==> src/rtl/note_player_if.sv <==
// rtl/note_player_if.sv - song_reader to note_player {note, duration} handshake
interface note_player_if #(
    parameter int NOTE_W = 6,
    parameter int DUR_W  = 6
);
    logic              new_note;
    logic [NOTE_W-1:0] note;
    logic [DUR_W-1:0]  duration;
    logic              player_ready;

    modport master (
        output new_note,
        output note,
        output duration,
        input  player_ready
    );

    modport slave (
        input  new_note,
        input  note,
        input  duration,
        output player_ready
    );
endinterface

==> src/rtl/note_player.sv <==
// rtl/note_player.sv - holds one note for its beat count while driving a phase-accumulated square tone
module note_player #(
    parameter int NOTE_W = 6,
    parameter int DUR_W  = 6,
    parameter int ACC_W  = 20
) (
    input  logic              clk,
    input  logic              reset,
    note_player_if.slave      nif,
    input  logic              play_enable,
    input  logic              beat,
    input  logic [ACC_W-1:0]  freq_step,
    output logic [NOTE_W-1:0] note_out,
    output logic              note_done,
    output logic              tone
);
    typedef enum logic {IDLE, PLAY} state_t;

    state_t             state;
    logic               ready;
    logic [DUR_W-1:0]   remaining;
    logic [ACC_W-1:0]   acc;

    always_ff @(posedge clk or negedge reset) begin
        if (!reset) begin
            state     <= IDLE;
            ready     <= 1'b1;
            note_out  <= '0;
            note_done <= 1'b0;
            remaining <= '0;
            acc       <= '0;
        end else begin
            note_done <= 1'b0;
            case (state)
                IDLE: begin
                    if (nif.new_note) begin
                        note_out  <= nif.note;
                        remaining <= nif.duration;
                        // A zero-length note completes without ever leaving IDLE
                        if (nif.duration == '0) begin
                            note_done <= 1'b1;
                        end else begin
                            state <= PLAY;
                            ready <= 1'b0;
                        end
                    end
                end
                PLAY: begin
                    if (play_enable) begin
                        if (beat && remaining == DUR_W'(1)) begin
                            state     <= IDLE;
                            ready     <= 1'b1;
                            note_done <= 1'b1;
                            remaining <= '0;
                            acc       <= '0;
                        end else begin
                            if (beat) begin
                                remaining <= remaining - 1'b1;
                            end
                            if (note_out != '0) begin
                                acc <= acc + freq_step;
                            end
                        end
                    end
                end
                default: state <= IDLE;
            endcase
        end
    end

    assign nif.player_ready = ready;
    assign tone = (state == PLAY) && play_enable && (note_out != '0) && acc[ACC_W-1];

endmodule

==> src/flat_wrapper.sv <==
// flat-port wrapper written by rule: the top's interface ports become plain ports
module note_player_flat 
#(
    parameter int NOTE_W = 6,
    parameter int DUR_W  = 6,
    parameter int ACC_W  = 20
)
  (clk, reset, play_enable, beat, freq_step, note_out, note_done, tone, nif_new_note, nif_note, nif_duration, nif_player_ready);
  note_player_if #(.NOTE_W(NOTE_W), .DUR_W(DUR_W)) nif_i ();
  input  logic clk;
  input  logic reset;
  input  logic play_enable;
  input  logic beat;
  input  logic [ACC_W-1:0] freq_step;
  output logic [NOTE_W-1:0] note_out;
  output logic note_done;
  output logic tone;
  input wire logic [$bits(nif_i.new_note)-1:0] nif_new_note;
  input wire logic [$bits(nif_i.note)-1:0] nif_note;
  input wire logic [$bits(nif_i.duration)-1:0] nif_duration;
  output wire logic [$bits(nif_i.player_ready)-1:0] nif_player_ready;
  assign nif_i.new_note = nif_new_note;
  assign nif_i.note = nif_note;
  assign nif_i.duration = nif_duration;
  assign nif_player_ready = nif_i.player_ready;
  note_player #(.NOTE_W(NOTE_W), .DUR_W(DUR_W), .ACC_W(ACC_W)) u_core (.clk(clk), .reset(reset), .nif(nif_i), .play_enable(play_enable), .beat(beat), .freq_step(freq_step), .note_out(note_out), .note_done(note_done), .tone(tone));
endmodule
==> config.mk <==
export PLATFORM = sky130hd
export DESIGN_NAME = note_player_flat
export DESIGN_NICKNAME = d
export VERILOG_FILES = /design/src/rtl/note_player_if.sv /design/src/rtl/note_player.sv /design/src/flat_wrapper.sv
export SDC_FILE = /design/constraint.sdc
export NUM_CORES = 1
export LEC_CHECK = 0
export CAP_MARGIN = 20
export CORE_AREA = 2 2 92 94
export CTS_CLUSTER_SIZE = 20
export DETAILED_ROUTE_END_ITERATION = 12
export DIE_AREA = 0 0 94 96
export GPL_TIMING_DRIVEN = 1
export PLACE_DENSITY_LB_ADDON = 0.25
export SYNTH_ARGS = -nofsm -noshare
export SYNTH_HDL_FRONTEND = slang
export SYNTH_SLANG_ARGS = --single-unit
==> constraint.sdc <==
create_clock -name clk -period 3.8 [get_ports clk]
set_clock_uncertainty 0.05 [all_clocks]
set_input_delay 0.76 -clock clk [delete_from_list [all_inputs] [get_ports clk]]
set_output_delay 0.76 -clock clk [all_outputs]
set_load 0.005 [all_outputs]
==> impl_metrics.py, run 1 <==
metrics = {
    "power": {
        "worst_ir_drop_vdd_v": 0.0002151,
        "total_power_w": 0.002319,
        "powerDensity_nw_per_um2": 768.6,
        "p_leak_nw": 1.294,
    },
    "clock_tree": {
        "cts_setup_buffers": 0,
        "number_of_cts_inserted_buffers": 5,
        "postCtsHoldBufs": 0,
        "htree_num_levels": 2,
        "path_clk_slew_ns": 0.07,
        "ctsResizeCount": 0,
        "cts_buffer_depth": 2,
        "source_to_sink_clock_delay_at_the_later_pin_of_the_worst_skew_pair_ns": 0.29,
        "cts_root_buf": "sky130_fd_sc_hd__clkbuf_8",
        "clock_sinks": 35,
        "tritoncts": "done",
    },
    "yosys": {
        "yosysUniqueCellTypes": 41,
        "post_synthesis_cell_area_um2": 2332,
        "post_synthesis_cell_type_with_the_largest_combined_area": "sky130_fd_sc_hd__dfrtp_1",
        "syn-instance-count": 243,
        "mappedNetlistNets": 302,
        "synth_edf_count": 0,
        "yosys.area.top_type_share_pct": 36.48,
        "most_common_flop_cell_mapped_by_yosys": "sky130_fd_sc_hd__dfrtp_1",
        "yosys_register_bits": 35,
        "synth_warnings": 0,
        "synthArstFlopShare_pct": 100.0,
        "syn_area_per_cell_um2": 9.598,
        "synth_area_leaders": "sky130_fd_sc_hd__dfrtp_1, sky130_fd_sc_hd__ha_1, sky130_fd_sc_hd__a22o_1, sky130_fd_sc_hd__a21oi_1, sky130_fd_sc_hd__xnor2_1",
        "fraction_of_the_yosys_area_taken_by_sequential_cells_pct": 37.61,
    },
    "finish": {
        "finish.net_count": 349,
        "antenna_cells_inserted": 0,
        "area.growth.synth_to_final_pct": 29.35,
        "layout_commonest_cell": "sky130_fd_sc_hd__clkdlybuf4s50_1",
        "sequential_cell_area_um2": 877.1,
        "nFillCells": 811,
        "layout-drive-gt1-share_pct": 7.216,
        "layout.cells.most_common_list": "sky130_fd_sc_hd__clkdlybuf4s50_1, sky130_fd_sc_hd__dfrtp_1, sky130_fd_sc_hd__nand2_1, sky130_fd_sc_hd__a21oi_1, sky130_fd_sc_hd__ha_1",
        "footprint_of_the_multi_input_gates_um2": 1391,
    },
    "placed_design": {
        "placer_congestion": 0.8314,
        "hpwlAfterDp_mm": 4.031,
        "portBuffers": 45,
    },
    "critical_path": {
        "path_delay_family": "compound AO/OA/AOI/OAI gates",
        "slowest_stage_delay_cp_ns": 0.42,
        "crit_buf_inv": 1,
        "crit_fanout": 4,
        "worst_setup_path_endpoint": "u_core.acc[18]",
        "worstPathRequired_ns": 3.93,
        "crit_slowest_cell": "sky130_fd_sc_hd__fa_1",
        "critical_path.cell_chain": "clkdlybuf4s50_1 > ha_1 > fa_1 > a21oi_1 > o21ai_0 > a41oi_2 > o21ai_1 > a311oi_1 > xnor2_1 > a22o_1",
        "worst-setup-path-type": "in -> reg",
        "critPathCaptureType": "register",
        "r2r_slack_ns": 1.01,
        "number_of_cells_on_the_critical_path": 10,
        "critPathLaunch": "freq_step[0]",
        "critical_path_arrival_ns": 3.44,
        "worst-r2r-cell-count": 9,
        "cp-start-kind": "input port",
        "timing.rr.end": "u_core.acc[18]",
        "critical_path.reg2reg.startpoint": "u_core.acc[0]",
    },
    "routing": {
        "routed_wire_length_per_instance_um": 13.98,
        "avgViaCountPerCell": 5.096,
        "drt_iter0_drc": 65,
        "dr.pass1.iters": 4,
        "route.vias.total": 2018,
        "totalWireLength_mm": 5.536,
        "ant_nets": 0,
        "drc": 0,
    },
    "timing": {
        "period_minus_ws_final_ns": 3.315,
        "actual_transition_at_the_worst_max_transition_pin_ns": 0.6868,
        "setup_viol": 0,
        "max-slew-margin-rel_pct": 54.12,
        "final.setup.tns_ns": 0,
        "finalHoldViolCount": 0,
        "setup_repair_after_global_routing_missed_its_margin": "no",
        "timing.final.crit_share_pct": 87.23,
        "max_clock_freq_mhz": 301.7,
        "maxSlewViolCount": 0,
    },
    "floorplan": {
        "floorplan.die.width_um": 94,
        "initial_core_util_pct": 28.97,
        "die_height_um": 96,
        "i_o_pins": 46,
        "row_count": 33,
        "design.core.area_um2": 8051,
        "die-area_um2": 9024,
    },
    "global_routing": {
        "grt.total_usage_pct": 12.78,
        "sum_of_overflow_across_all_layers_after_global_routing": 0,
        "grt_max_degree": 36,
        "grt_pass1_vias": 1929,
        "wire_length_of_the_first_global_routing_pass_mm": 9.032,
        "antenna_found_initial": 0,
    },
    "job": {
        "maxCapViolations": 0,
    },
    "min_path": {
        "hold_path.startpoint": "u_core.acc[2]",
        "timing.hold.worst.class": "reg -> reg",
    },
    "run_status": {
        "status": "completed",
    },
}
## synth_stat cells, drive strengths merged (4+ instances only)
library cell	count
o211ai	5
inv	7
dfrtp	34
xnor2	11
a21oi	22
clkbuf	7
xor2	6
nor2	9
ha	21
a22o	18
nor3	5
nand2	22
o21ai	17
nor2b	4
nand3	9
mux2	6
and2	4
## worst min path at each step
stage,depth (start not counted),slack [ns],to
2_1_floorplan,2,0.40,u_core.acc[2]
3_3_place_gp,2,0.42,u_core.acc[2]
3_5_place_dp,2,0.42,u_core.acc[2]
4_1_cts,2,0.44,u_core.acc[2]
5_1_grt,2,0.48,u_core.acc[2]
6_report,2,0.43,u_core.acc[2]
## registers in the layout, summed over array words and instances (netlist names)
name	cells
u_core.nif.player_ready	1
u_core.remaining	6
u_core.state	1
u_core.note_out	6
u_core.note_done	1
u_core.acc	20
## metrics by stage
stage	hold WS [ns]	instances	util [%]	worst slack, ns	cell area [µm²]
global placement	0.4193	388	36.01	0.3225	2899
floorplan	0.4026	243	-	0.9693	2332
global route	0.4783	396	37.47	0.3798	3017
CTS	0.4381	396	37.47	0.5436	3017
detailed placement	0.4211	388	36.01	0.2509	2899
finish	0.4317	396	37.47	0.4854	3017
## cells by family after synthesis
logic type	Yosys count	share of synthesized area, %
fa+ha+maj	22	12.12
xor+xnor	17	6.384
flops	35	37.61
simple gates	65	13.63
mux	6	2.897
buf+inv	15	2.736
compound gates	83	24.62
## layer usage
metal / up-vias / track usage [%] / wire length (µm) / share of wire, %
met5: - / 0 / 0 / 0
met4: 0 / 3.623 / 63 / 1.1
met3: 5 / 2.114 / 129 / 2.3
met2: 28 / 20.65 / 2605 / 47
met1: 984 / 17.70 / 2737 / 49
li1: 1001 / - / - / -
## layout make-up
| class | instances | area share (%) |
|---|---|---|
| clock buffer | 6 | 2.737 |
| timing repair buffer | 48 | 15.68 |
| tap | 105 | 4.355 |
| clock inverter | 2 | 1.161 |
| multi-input combinational | 193 | 46.12 |
| inverter | 7 | 0.8710 |
| sequential | 35 | 29.08 |
## worst register-to-register path: stages, from the launching register on
cell,delay [ns]
sky130_fd_sc_hd__dfrtp_1,0.38
sky130_fd_sc_hd__ha_1,0.21
sky130_fd_sc_hd__fa_1,0.42
sky130_fd_sc_hd__a21oi_1,0.24
sky130_fd_sc_hd__o21ai_0,0.18
sky130_fd_sc_hd__a41oi_2,0.35
sky130_fd_sc_hd__o21ai_1,0.21
sky130_fd_sc_hd__a311oi_1,0.35
sky130_fd_sc_hd__xnor2_1,0.10
sky130_fd_sc_hd__a22o_1,0.19
## report_power, final
part	internal (W)	total [W]	switching, W
logic	0.000639	0.00129	0.000654
clock network	0.000212	0.000354	0.000142
registers	0.000553	0.000672	0.000119
total	0.00140	0.00232	0.000915
No activity file was read; power rests on OpenSTA's default activity.
==> run 2, diff against run 1 <==
- CAP_MARGIN: 20 -> 10
==> results of run 2 <==
Same layout as run 1: the final DEF is identical, and so are final timing and power.
